File: config.mk
export PLATFORM = sky130hd
export DESIGN_NAME = mod_mul_flat
export DESIGN_NICKNAME = d
export VERILOG_FILES = /design/src/rtl/kyber_pkg.sv /design/src/rtl/mod_mul_if.sv /design/src/rtl/mod_mul_barrett_reduce.sv /design/src/rtl/mod_mul.sv /design/src/flat_wrapper.sv
export SDC_FILE = /design/constraint.sdc
export NUM_CORES = 1
export LEC_CHECK = 0
export BUFFER_PORTS_ARGS = -buffer_cell sky130_fd_sc_hd__buf_2
export CORE_MARGIN = 2
export CORE_UTILIZATION = 65
export DETAILED_ROUTE_END_ITERATION = 12
export GPL_TIMING_DRIVEN = 0
export PLACE_DENSITY = 0.82
export SYNTH_ARGS = -nofsm -noshare
export SYNTH_HDL_FRONTEND = slang
export SYNTH_SLANG_ARGS = --single-unit
File: constraint.sdc
create_clock -name clk -period 9.1 [get_ports clk]
set_input_delay 1.365 -clock clk [delete_from_list [all_inputs] [get_ports clk]]
set_output_delay 1.365 -clock clk [all_outputs]
set_load 0.01 [all_outputs]
File: src/rtl/kyber_pkg.sv
// -----------------------------------------------------------------------------
// kyber_pkg
// Shared constants and types for the Kyber NTT datapath.
//   Q          : Kyber modulus (3329)
//   BARRETT_K  : floor(2^24 / Q), Barrett reciprocal
//   BARRETT_S  : Barrett shift (24)
//   COEFF_W    : coefficient width (12)
//   PROD_W     : full product width (24)
//   QUOT_W     : width of the Barrett quotient estimate m (13)
// -----------------------------------------------------------------------------
package kyber_pkg;

    localparam int Q         = 3329;
    localparam int BARRETT_K = 5039;
    localparam int BARRETT_S = 24;
    localparam int COEFF_W   = 12;
    localparam int PROD_W    = 24;
    // Largest m is (4095^2 * 5039) >> 24 = 5036, which fits in 13 bits.
    localparam int QUOT_W    = 13;

    typedef logic [COEFF_W-1:0] coeff_t;
    typedef logic [PROD_W-1:0]  prod_t;
    typedef logic [QUOT_W-1:0]  quot_t;

    // Modulus multiples at product width, for the final correction compares.
    localparam prod_t Q_PROD  = prod_t'(Q);
    localparam prod_t Q2_PROD = prod_t'(2 * Q);

endpackage

File: src/rtl/mod_mul_if.sv
// -----------------------------------------------------------------------------
// mod_mul_if
// Operand/result bundle of the modular multiplier.
//   valid_in  : A/B carry a valid operand pair this cycle
//   A, B      : 12-bit operands (0..4095)
//   valid_out : OUT carries a valid result this cycle
//   OUT       : reduced product (0..3328), holds its value between results
// Handshake: valid-only, no back-pressure. A pair is accepted on every rising
// edge where valid_in=1; its result appears with valid_out=1 a fixed number of
// edges later. The consumer must take every valid result on the cycle it shows.
// Modports: master drives operands, slave (the multiplier) drives results.
// -----------------------------------------------------------------------------
interface mod_mul_if;
    import kyber_pkg::*;

    logic   valid_in;
    coeff_t A;
    coeff_t B;
    logic   valid_out;
    coeff_t OUT;

    modport master (output valid_in, output A, output B,
                    input  valid_out, input OUT);
    modport slave  (input  valid_in, input A, input B,
                    output valid_out, output OUT);
endinterface

File: src/rtl/mod_mul_barrett_reduce.sv
// -----------------------------------------------------------------------------
// mod_mul_barrett_reduce
// Three-stage Barrett reduction of a 24-bit product modulo 3329.
//   clk       : rising-edge clock
//   r         : asynchronous active-low reset
//   c_in      : product to reduce (registered product from the multiplier)
//   valid_in  : c_in is valid
//   res       : c_in mod Q, loaded only when the last stage holds valid data
//   valid_out : res was just loaded with a valid result
// Stage A: m = (c * K) >> 24          (quotient estimate)
// Stage B: q_mul_m = Q * m
// Stage C: x = c - q_mul_m, fold x from [0,3Q) down to [0,Q)
// -----------------------------------------------------------------------------
module mod_mul_barrett_reduce
    import kyber_pkg::*;
(
    input  logic   clk,
    input  logic   r,
    input  prod_t  c_in,
    input  logic   valid_in,
    output coeff_t res,
    output logic   valid_out
);

    localparam logic [36:0] K_WIDE = 37'(BARRETT_K);

    quot_t m_reg;
    prod_t c_stage2;
    prod_t q_mul_m_reg;
    prod_t c_stage3;
    logic  v2;
    logic  v3;
    prod_t x;
    prod_t x_red;

    // The estimate m undershoots the true quotient by at most 2, so x lies in
    // [0, 3Q) and at most two subtractions of Q are ever needed.
    always_comb begin
        x     = c_stage3 - q_mul_m_reg;
        x_red = x;
        if (x >= Q2_PROD) begin
            x_red = x - Q2_PROD;
        end else if (x >= Q_PROD) begin
            x_red = x - Q_PROD;
        end
    end

    always_ff @(posedge clk or negedge r) begin
        if (!r) begin
            m_reg       <= '0;
            c_stage2    <= '0;
            v2          <= 1'b0;
            q_mul_m_reg <= '0;
            c_stage3    <= '0;
            v3          <= 1'b0;
            res         <= '0;
            valid_out   <= 1'b0;
        end else begin
            // Data moves every cycle; only the valid bit says whether it matters.
            m_reg       <= quot_t'((37'(c_in) * K_WIDE) >> BARRETT_S);
            c_stage2    <= c_in;
            v2          <= valid_in;
            q_mul_m_reg <= prod_t'(m_reg) * Q_PROD;
            c_stage3    <= c_stage2;
            v3          <= v2;
            valid_out   <= v3;
            if (v3) begin
                res <= coeff_t'(x_red);
            end
        end
    end

endmodule

File: src/rtl/mod_mul.sv
// -----------------------------------------------------------------------------
// mod_mul
// Fully pipelined modular multiplier, OUT = (A*B) mod 3329, one pair per cycle.
//   clk : rising-edge clock
//   r   : asynchronous active-low reset, clears every pipeline register
//   bus : mod_mul_if.slave (valid_in, A, B in; valid_out, OUT out)
// Stage 1 forms the 24-bit product here; stages 2-4 are the Barrett reducer.
// Latency is 4 edges from sampling valid_in to valid_out.
// Build option MOD_MUL_OUT_REG_EN: adds one output register (OUT and
// valid_out), making the latency 5 edges.
// -----------------------------------------------------------------------------
module mod_mul
    import kyber_pkg::*;
(
    input  logic     clk,
    input  logic     r,
    mod_mul_if.slave bus
);

    prod_t  c_reg;
    logic   v1;
    coeff_t red_out;
    logic   red_valid;

    // Stage 1: 4095*4095 < 2^24, so the 24-bit product never overflows.
    always_ff @(posedge clk or negedge r) begin
        if (!r) begin
            c_reg <= '0;
            v1    <= 1'b0;
        end else begin
            c_reg <= prod_t'(bus.A) * prod_t'(bus.B);
            v1    <= bus.valid_in;
        end
    end

    mod_mul_barrett_reduce u_reduce (
        .clk       (clk),
        .r         (r),
        .c_in      (c_reg),
        .valid_in  (v1),
        .res       (red_out),
        .valid_out (red_valid)
    );

`ifdef MOD_MUL_OUT_REG_EN
    coeff_t out_q;
    logic   valid_q;

    // Plain delay: red_out already holds between results, so OUT does too.
    always_ff @(posedge clk or negedge r) begin
        if (!r) begin
            out_q   <= '0;
            valid_q <= 1'b0;
        end else begin
            out_q   <= red_out;
            valid_q <= red_valid;
        end
    end

    assign bus.OUT       = out_q;
    assign bus.valid_out = valid_q;
`else
    assign bus.OUT       = red_out;
    assign bus.valid_out = red_valid;
`endif

endmodule

File: src/flat_wrapper.sv
// flat-port wrapper written by rule: the top's interface ports become plain ports
module mod_mul_flat import kyber_pkg::*;
  (clk, r, bus_valid_in, bus_A, bus_B, bus_valid_out, bus_OUT);
  mod_mul_if bus_i ();
  input  logic clk;
  input  logic r;
  input wire logic [$bits(bus_i.valid_in)-1:0] bus_valid_in;
  input wire logic [$bits(bus_i.A)-1:0] bus_A;
  input wire logic [$bits(bus_i.B)-1:0] bus_B;
  output wire logic [$bits(bus_i.valid_out)-1:0] bus_valid_out;
  output wire logic [$bits(bus_i.OUT)-1:0] bus_OUT;
  assign bus_i.valid_in = bus_valid_in;
  assign bus_i.A = bus_A;
  assign bus_i.B = bus_B;
  assign bus_valid_out = bus_i.valid_out;
  assign bus_OUT = bus_i.OUT;
  mod_mul u_core (.clk(clk), .r(r), .bus(bus_i));
endmodule
==> metrics.txt <==
status finished, final reports clean; Max clock buf depth 2; number of diodes 0; total grt overflow 0; row count 58; CTS Root Cell clkbuf_16; part of the cycle the worst path needs between 70% and 80%; Post-CTS Setup Repair Bufs 0; Avg WL per Cell between 15 and 20 µm; syn nets 2221; starting DRC count in detailed routing about 660; cts hold-fix bufs 0; fill count roughly 1700; CTS tree done; PostCTS Resize Cnt 0; Seq/Total Area, Yosys 18.7%; post-synthesis cell count roughly 1700; largest net degree at the start of global routing between 70 and 80; Unique masters post-synth 74; Worst-path clk slew approximately 0.060 ns; Max Transition Viols Final 0; unrepaired setup endpoints after global routing false; CP required 9.45 ns; MaxCap Viol Count 0; number of global-route vias before repair approximately 13000; top cell type's share of synthesized area approximately 29%; core area 0.0252 mm²; antenna viol nets, final 0; min cycle time layout a little under 7 ns; async set-reset flop share out of synthesis between 90% and 100%; first-pass GRT wire length roughly 59000 µm; initial antenna violation count 0; setup TNS 0 ns; cell accounting for the most synthesized area fa_1; Starting Density 66.3%; layout cell share with drive strength beyond 1 approximately 5.5%; routed vias/inst between 5 and 6; max frequency between 0.1 and 0.15 GHz; Ports 40; Hold Crit Class register to register; clk_lat worst skew between 0.4 and 0.5 ns; Final Skew 0.00907 ns; actual slew at the worst max-slew pin 0.902 ns; Setup violations, final 0; Post-DP HPWL 27700 µm; Post-Syn Area per Cell slightly below 10 µm²; Hold Violations, Final 0; Ys Warns 0; die width 164 µm; critical path arrival between 7 and 8 ns; I/O Buffers 39; Layout area overhead 7.29%; Die Y 164 µm; register bit count reported by yosys roughly 130; Tot GR Track Use between 20% and 30%; DR vias 11700; Setup crit start kind primary input; final wirelength 34000 µm; Main synth FF type dfrtp_1; worst setup path class primary input to register; Worst Path Max Fanout 10; CTS buffer count 17; DRT Pass-1 Iters 5; Post-synth EDFFs 0; DRC viols 0; H-tree levels 4; synth top area cells fa_1, ha_1, dfrtp_1; Worst setup EP type register; Synth Cell Area 0.0167 mm²; clock sinks 125; Slew headroom between 30% and 40%; Nets around 2300; GPL Wtd Cong a little over 0.9; Die Area ~0.027 mm²
==> final timing paths <==
check                                             from                              end  slack [ns]  cells after the start
setup / recovery                              bus_A[4]                 u_core.c_reg[22]        2.35                     21
min in group asynchronous                            r  u_core.u_reduce.q_mul_m_reg[23]        0.89                      1
hold reg to reg            u_core.u_reduce.c_stage2[3]      u_core.u_reduce.c_stage3[3]        0.35                      0
max in group asynchronous                            r      u_core.u_reduce.c_stage2[2]        7.51                      2
setup reg to reg                      u_core.c_reg[19]        u_core.u_reduce.m_reg[10]        2.76                     20
hold / removal             u_core.u_reduce.c_stage2[3]      u_core.u_reduce.c_stage3[3]        0.35                      0
==> Yosys cell counts, drive strengths merged (5+ instances only) <==
library cell / count
inv: 374
ha: 270
fa: 238
nand2: 139
dfrtp: 125
a21oi: 63
and2: 60
nor2: 53
xnor2: 46
clkbuf: 36
o21ai: 34
xor2: 21
a21o: 20
nor3: 17
nand3: 16
o21a: 14
and3: 13
nor2b: 12
o21bai: 8
or2: 8
or3: 8
a221oi: 7
nand2b: 7
o211ai: 7
a211oi: 6
buf: 6
nand4: 6
mux2: 5
mux2i: 5
==> kinds of logic (layout without fill, tap and decap cells) <==
family,after synthesis,count (layout),synth area share (%)
AOI/OAI and AO/OA,207,207,8.51
xor gates and xnor gates,67,67,3.51
adders and majority gates,508,508,48.8
buffers and inverters,416,488,9.44
DFF,125,125,18.7
muxes,10,10,0.659
and+or+nand+nor,353,353,10.4
==> worst max-delay path, cell delays in order <==
cell       delay, ns
buf_2           0.09
clkbuf_1        0.44
nand2_1         0.17
fa_1            0.52
fa_1            0.51
inv_1           0.04
ha_1            0.32
fa_1            0.54
inv_1           0.05
fa_1            0.53
inv_1           0.04
ha_1            0.33
a21boi_0        0.16
o21ai_0         0.23
a21oi_1         0.15
o2111ai_1       0.23
nand3_1         0.16
o41ai_1         0.46
o21ai_0         0.24
o41ai_1         0.34
xnor2_1         0.17
==> metrics by stage <==
| stage | worst slack, ns | instances | area [µm²] | hold slack (ns) | util (%) |
|---|---|---|---|---|---|
| 4_1_cts | 2.37 | 2088 | 17900 | 0.348 | 71.1 |
| 6_report | 2.35 | 2088 | 17900 | 0.348 | 71.1 |
| 5_1_grt | 1.98 | 2088 | 17900 | 0.353 | 71.1 |
| 3_5_place_dp | 1.94 | 2056 | 17300 | 0.335 | 68.9 |
| 3_3_place_gp | 2.06 | 2055 | 17300 | 0.331 | 68.7 |
| 2_1_floorplan | 2.81 | 1686 | 16700 | 0.331 | - |
==> metal layers <==
layer / vias to the layer above / track usage [%] / share of wire, %
met5: - / 0 / 0
met2: 303 / 51.9 / 54
met3: 80 / 3.26 / 3.7
li1: 5471 / - / -
met1: 5834 / 32.4 / 39
met4: 0 / 10.4 / 3.1
==> cell type report <==
class | count | area, µm² | area share [%]
multi-input cells | 1145 | 12000 | 66.9
flip-flops and latches | 125 | 3130 | 17.5
inverters | 374 | 1400 | 7.84
clock buffers | 19 | 443 | 2.47
well taps | 330 | 413 | 2.30
repair buffers | 40 | 229 | 1.28
plain buffers | 42 | 173 | 0.964
clock inverters | 13 | 133 | 0.740
==> layout by cell type (no fill, tap or decap), types with 7 or more instances in the layout <==
cell type,Yosys,final
fa_1,238,238
clkbuf_1,36,37
xor2_1,21,21
nand3_1,16,16
buf_2,3,41
nor2b_1,12,12
and3_1,13,13
clkbuf_16,0,17
nor2_1,53,53
o21a_1,14,14
a21o_1,20,20
dfrtp_1,125,125
a21oi_1,63,63
and2_1,60,60
inv_1,374,374
o21ai_0,27,27
o21bai_1,8,8
ha_1,270,270
xnor2_1,46,46
or3_1,8,8
nand2_1,138,138
nor3_1,17,17
nand2b_1,7,7
Power is not shown: default switching activity piles up to over one toggle a cycle in this logic, so the estimate is an artifact.
